### src/rtl/axi_resp_pkg.sv
// Shared AXI response definitions and the severity-ordered response merge.
// Used by the write-response router and the read-path response merge.
package axi_resp_pkg;

    localparam logic [1:0] RESP_OKAY   = 2'b00;
    localparam logic [1:0] RESP_EXOKAY = 2'b01;
    localparam logic [1:0] RESP_SLVERR = 2'b10;
    localparam logic [1:0] RESP_DECERR = 2'b11;

    // Severity rank: EXOKAY < OKAY < SLVERR < DECERR.
    function automatic logic [1:0] resp_rank(input logic [1:0] r);
        logic [1:0] rank;
        case (r)
            RESP_EXOKAY: rank = 2'd0;
            RESP_OKAY:   rank = 2'd1;
            RESP_SLVERR: rank = 2'd2;
            default:     rank = 2'd3;
        endcase
        return rank;
    endfunction

    // Returns the more severe of two response codes; EXOKAY is the neutral element.
    function automatic logic [1:0] resp_merge(input logic [1:0] a, input logic [1:0] b);
        return (resp_rank(a) >= resp_rank(b)) ? a : b;
    endfunction

endpackage

### src/rtl/write_resp_router.sv
// Write-response (B channel) router.
// Queues the owning master ID of every completed W burst (or burst part) and
// steers slave B responses back to masters in that order. Responses for
// non-final split parts are absorbed and their worst code is merged into the
// single B handed to the master.
// Ports:
//   ACLK, ARESET                  clock, asynchronous active-high reset
//   Push, Push_Master_ID,
//   Push_Is_Split_Part            enqueue one completed burst / burst part
//   S_BVALID, S_BRESP, S_BREADY   slave-side B channel
//   M_BVALID, M_BRESP, M_BREADY   master-side B channel (one-hot valid)
//   Resp_Master_ID                master ID of the head entry
//   Queue_Is_Full, Queue_Is_Empty occupancy flags
//   Overflow_Err                  sticky: a push was dropped
module write_resp_router
    import axi_resp_pkg::*;
#(
    parameter int unsigned Masters_Num = 2,
    parameter int unsigned ID_Size     = (Masters_Num > 1) ? $clog2(Masters_Num) : 1,
    parameter int unsigned Depth       = 4
) (
    input  logic                   ACLK,
    input  logic                   ARESET,
    input  logic                   Push,
    input  logic [ID_Size-1:0]     Push_Master_ID,
    input  logic                   Push_Is_Split_Part,
    input  logic                   S_BVALID,
    input  logic [1:0]             S_BRESP,
    output logic                   S_BREADY,
    output logic [Masters_Num-1:0] M_BVALID,
    output logic [1:0]             M_BRESP,
    input  logic [Masters_Num-1:0] M_BREADY,
    output logic [ID_Size-1:0]     Resp_Master_ID,
    output logic                   Queue_Is_Full,
    output logic                   Queue_Is_Empty,
    output logic                   Overflow_Err
);

    localparam int unsigned PTR_W = $clog2(Depth);

    logic [PTR_W:0]       rd_ptr_q, rd_ptr_d;
    logic [PTR_W:0]       wr_ptr_q, wr_ptr_d;
    logic [ID_Size-1:0]   id_mem_q [Depth];
    logic [ID_Size-1:0]   id_mem_d [Depth];
    logic [Depth-1:0]     split_mem_q, split_mem_d;
    logic [1:0]           resp_acc_q, resp_acc_d;
    logic                 overflow_q, overflow_d;

    logic [PTR_W-1:0]     rd_idx, wr_idx;
    logic [ID_Size-1:0]   head_id;
    logic                 head_split;
    logic                 pop, push_acc;

    // Occupancy flags: extra pointer MSB distinguishes full from empty.
    assign rd_idx         = rd_ptr_q[PTR_W-1:0];
    assign wr_idx         = wr_ptr_q[PTR_W-1:0];
    assign Queue_Is_Empty = (rd_ptr_q == wr_ptr_q);
    assign Queue_Is_Full  = (rd_ptr_q[PTR_W] != wr_ptr_q[PTR_W]) && (rd_idx == wr_idx);

    assign head_id        = id_mem_q[rd_idx];
    assign head_split     = split_mem_q[rd_idx];
    assign Resp_Master_ID = head_id;
    assign Overflow_Err   = overflow_q;
    assign M_BRESP        = resp_merge(resp_acc_q, S_BRESP);

    // Zero-latency routing: split parts are absorbed, final parts go to the owner.
    always_comb begin
        S_BREADY = 1'b0;
        M_BVALID = '0;
        if (!Queue_Is_Empty) begin
            if (head_split) begin
                S_BREADY = 1'b1;
            end else begin
                for (int unsigned i = 0; i < Masters_Num; i++) begin
                    if (head_id == ID_Size'(i)) begin
                        M_BVALID[i] = S_BVALID;
                        S_BREADY    = M_BREADY[i];
                    end
                end
            end
        end
    end

    // A push into a full queue is still accepted when a pop frees a slot in the same cycle.
    assign pop      = S_BVALID & S_BREADY;
    assign push_acc = Push & (~Queue_Is_Full | pop);

    // Next-state: pointers, storage, response accumulator, sticky overflow.
    always_comb begin
        rd_ptr_d    = rd_ptr_q;
        wr_ptr_d    = wr_ptr_q;
        id_mem_d    = id_mem_q;
        split_mem_d = split_mem_q;
        resp_acc_d  = resp_acc_q;
        overflow_d  = overflow_q;

        if (pop) begin
            rd_ptr_d   = rd_ptr_q + (PTR_W + 1)'(1);
            resp_acc_d = head_split ? resp_merge(resp_acc_q, S_BRESP) : RESP_EXOKAY;
        end

        if (push_acc) begin
            id_mem_d[wr_idx]    = Push_Master_ID;
            split_mem_d[wr_idx] = Push_Is_Split_Part;
            wr_ptr_d            = wr_ptr_q + (PTR_W + 1)'(1);
        end else if (Push) begin
            overflow_d = 1'b1;
        end
    end

    always_ff @(posedge ACLK or posedge ARESET) begin
        if (ARESET) begin
            rd_ptr_q    <= '0;
            wr_ptr_q    <= '0;
            split_mem_q <= '0;
            resp_acc_q  <= RESP_EXOKAY;
            overflow_q  <= 1'b0;
            for (int unsigned i = 0; i < Depth; i++) begin
                id_mem_q[i] <= '0;
            end
        end else begin
            rd_ptr_q    <= rd_ptr_d;
            wr_ptr_q    <= wr_ptr_d;
            split_mem_q <= split_mem_d;
            resp_acc_q  <= resp_acc_d;
            overflow_q  <= overflow_d;
            id_mem_q    <= id_mem_d;
        end
    end

endmodule

### config.mk
export PLATFORM = sky130hd
export DESIGN_NAME = write_resp_router
export DESIGN_NICKNAME = d
export VERILOG_FILES = /design/src/rtl/axi_resp_pkg.sv /design/src/rtl/write_resp_router.sv
export SDC_FILE = /design/constraint.sdc
export NUM_CORES = 1
export LEC_CHECK = 0
export CORE_MARGIN = 1
export CORE_UTILIZATION = 51
export DETAILED_ROUTE_END_ITERATION = 10
export HOLD_SLACK_MARGIN = 0.05
export PLACE_DENSITY = 0.78
export SYNTH_ARGS = -nofsm -noshare
export SYNTH_HDL_FRONTEND = slang
export SYNTH_SLANG_ARGS = --single-unit
### constraint.sdc
create_clock -name ACLK -period 2.3 [get_ports ACLK]
set_input_delay 0.23 -clock ACLK [delete_from_list [all_inputs] [get_ports ACLK]]
set_output_delay 0.23 -clock ACLK [all_outputs]
set_load 0.01 [all_outputs]
==> flow_summary_export.csv <==
group,metric,value,unit
run_status,status,"complete, no violations",
cts,cts-buffers-inserted,3,
power,intPower,0.00124,W
logic_synthesis,ys_ff_latch,17,
timing,fin_crit,2270,ps
timing,finalCritPeriodShare,0.987,
global_routing,grt_pass1_vias,783,
timing,final_hold_viol_count,0,
setup_path,cp-end-kind,"output port",
floorplan,die_area,2230,um^2
global_routing,grt_overflow_total,0,
routing,wirelength,2280,um
cells_and_area,layout_common_cells,"dfrtp_1, clkdlybuf4s50_1, mux2_2",
logic_synthesis,synthCells,91,
cts,cts_buffer_depth,2,
floorplan,die_w,47.2,um
setup_path,critPathKind,"reg -> out",
floorplan,start_util,0.572,
cells_and_area,stdcell_count,146,
logic_synthesis,yosysWarnings,0,
cts,clock_latency,280,ps
power,leakage,0.638,nW
power,fin_total_pwr,0.00211,W
routing,dr.pass1.iters,4,
cts,cts_tree,"built",
setup_path,r2r-end,"split_mem_q[1]",
timing,setup_viol,0,
power,ir_worst_vdd,840,uV
cells_and_area,area.growth.synth_to_final,35.5,%
placement,portBuffers,18,
power,pwr-share-seq,0.283,
logic_synthesis,synth_cell_type_count,29,
global_routing,grt_pass1_wl,3300,um
cts,cts-root-buf,"clkbuf_4",
floorplan,die_h,47.2,um
floorplan,io_pins,19,
global_routing,grt_util_all_layers,0.218,
power,pwr-share-clk,0.072,
timing,worst_clock_skew,0.755,ps
routing,drtIter0Drc,13,
timing,fmax,441,MHz
worst_hold_path,hold_class,"in -> async",
setup_path,required,2070,ps
cells_and_area,nNetsFinal,143,
cts,h-tree-depth,1,
routing,vias,796,
cells_and_area,mostFrequentLayoutCell,"dfrtp_1",
routing,postRouteAntennaNets,0,
power,switchingPower,0.000872,W
timing,maxSlewViolCount,0,
placement,dp_hpwl,1570,um
setup_path,cp_max_fo,4,
logic_synthesis,syn_area,1040,um^2
setup_path,rr_worst_depth,5,
routing,drc,0,
logic_synthesis,syn_nets,112,
timing,relSlewSlack,0.573,
floorplan,core_area,1820,um^2
cts,cts.sinks,17,
setup_path,cp_data_arrival_time,2040,ps
timing,rsz0062_at_grt,"true",
cells_and_area,diodes,0,
floorplan,num_rows,15,
power,combPwrFrac,0.645,
setup_path,reg2reg_slack,130,ps
power,power_density,1490,nW/um^2
power,swShare,0.414,
routing,viasPerCell,5.45,
setup_path,cp-start-kind,"flop",
routing,wl_per_cell,15.6,um
placement,pre_cts_slack,-351,ps
timing,tightest_slew,640,ps
placement,dp.cells,140,
logic_synthesis,synth.avg_cell_area,11.4,um^2
cts,cts_hold_buffers,0,
placement,place.gp.congestion,0.749,
cells_and_area,fill_cells,115,
global_routing,antenna_found_initial,0,
cells_and_area,drive_gt1_frac,0.355,
logic_synthesis,ys_seq_area_frac,0.410,
timing,worst_slack,30.6,ps
setup_path,reg2reg_from,"rd_ptr_q[0]",
global_routing,grt_max_degree,18,
cts,path_clk_slew,90,ps
flow_run,drv_cap,0,
[area by class of cell]
| class | instances | area [um^2] | share of cell area |
|---|---|---|---|
| multi-input combinational | 65 | 662 | 0.469 |
| sequential | 17 | 427 | 0.303 |
| timing repair buffer | 26 | 230 | 0.163 |
| inverter | 9 | 33.8 | 0.0240 |
| tap | 25 | 31.3 | 0.0222 |
| clock buffer | 4 | 26.3 | 0.0186 |
[cell usage after synthesis (all sizes together)]
cell / count / share of area
nor2b: 1 / 0.0060
dfstp: 1 / 0.025
o21ai: 2 / 0.0096
ha: 11 / 0.13
o31ai: 1 / 0.0072
dfrtp: 16 / 0.38
mux4: 2 / 0.043
nand2b: 2 / 0.019
xnor2: 3 / 0.025
nor2: 5 / 0.025
mux2: 10 / 0.11
a22o: 1 / 0.017
nor4: 1 / 0.0060
a21oi: 3 / 0.014
xor2: 5 / 0.042
a21o: 1 / 0.0072
mux2i: 1 / 0.013
o22a: 1 / 0.0084
o21a: 1 / 0.0072
and3: 1 / 0.0060
o22ai: 1 / 0.0060
or2: 1 / 0.0060
nand3: 1 / 0.0048
inv: 9 / 0.032
nand2: 7 / 0.025
nor3: 3 / 0.014
[registers in the layout, indices dropped and copies added, names as in the netlist]
| signal | count |
|---|---|
| split_mem_q | 4 |
| rd_ptr_q | 3 |
| resp_acc_q | 2 |
| id_mem_q | 4 |
| wr_ptr_q | 3 |
| Overflow_Err | 1 |
[stage by stage]
step	setup TNS (ps)	cell area [um^2]	util	hold slack (ps)
2_1_floorplan	0	1040	-	155
3_3_place_gp	-590	1300	0.713	440
3_5_place_dp	-690	1300	0.713	446
4_1_cts	0	1370	0.752	358
5_1_grt	-121	1410	0.775	431
6_report	0	1410	0.775	380
[how the worst max path moves through the flow]
| stage | start | to | slack [ps] | cells past startpoint |
|---|---|---|---|---|
| after floorplan | rd_ptr_q[0] | id_mem_q[1] | 200 | 5 |
| after global placement | S_BRESP[0] | M_BRESP[0] | -300 | 9 |
| after detailed placement | S_BRESP[0] | M_BRESP[0] | -350 | 9 |
| after CTS | resp_acc_q[0] | M_BRESP[1] | 9 | 9 |
| after global routing | resp_acc_q[0] | M_BRESP[0] | -80 | 9 |
| final | resp_acc_q[0] | M_BRESP[1] | 30 | 9 |
[power by group through the flow]
stage	logic, W	registers, W	clock network, W
floorplan	0.000777	0.000559	0
global placement	0.00116	0.000577	0
detailed placement	0.00122	0.000594	0
CTS	0.00128	0.000590	0.000156
global route	0.00147	0.000615	0.000168
finish	0.00136	0.000596	0.000152
[critical path: stages, from the launching register on]
cell and delay, ps:
dfstp_2 560, inv_2 50, ha_4 250, inv_2 40
ha_4 200, nand2b_4 140, a21oi_4 190, buf_6 120
o21ai_1 60, buf_2 140
[kinds of logic after synthesis]
| kind of cell | after synthesis | share of synthesized area |
|---|---|---|
| flops | 17 | 0.410 |
| xor+xnor | 8 | 0.0673 |
| buf+inv | 9 | 0.0324 |
| compound gates | 11 | 0.0769 |
| fa+ha+maj | 11 | 0.132 |
| mux | 13 | 0.168 |
| simple gates | 22 | 0.113 |
[timing repair]
item	in CTS	in global routing
setup buffers	1	1
endpoints found under the setup margin	5	3
pin swaps	1	4
gates resized for setup	20	8
[per-layer routing]
layer	up-vias	share of wire	GRT usage
li1	373	-	-
met1	385	0.42	0.254
met2	32	0.51	0.394
met3	6	0.043	0.0308
met4	0	0.023	0.0971
met5	-	0	0
Power figures use the tool's default switching activity.
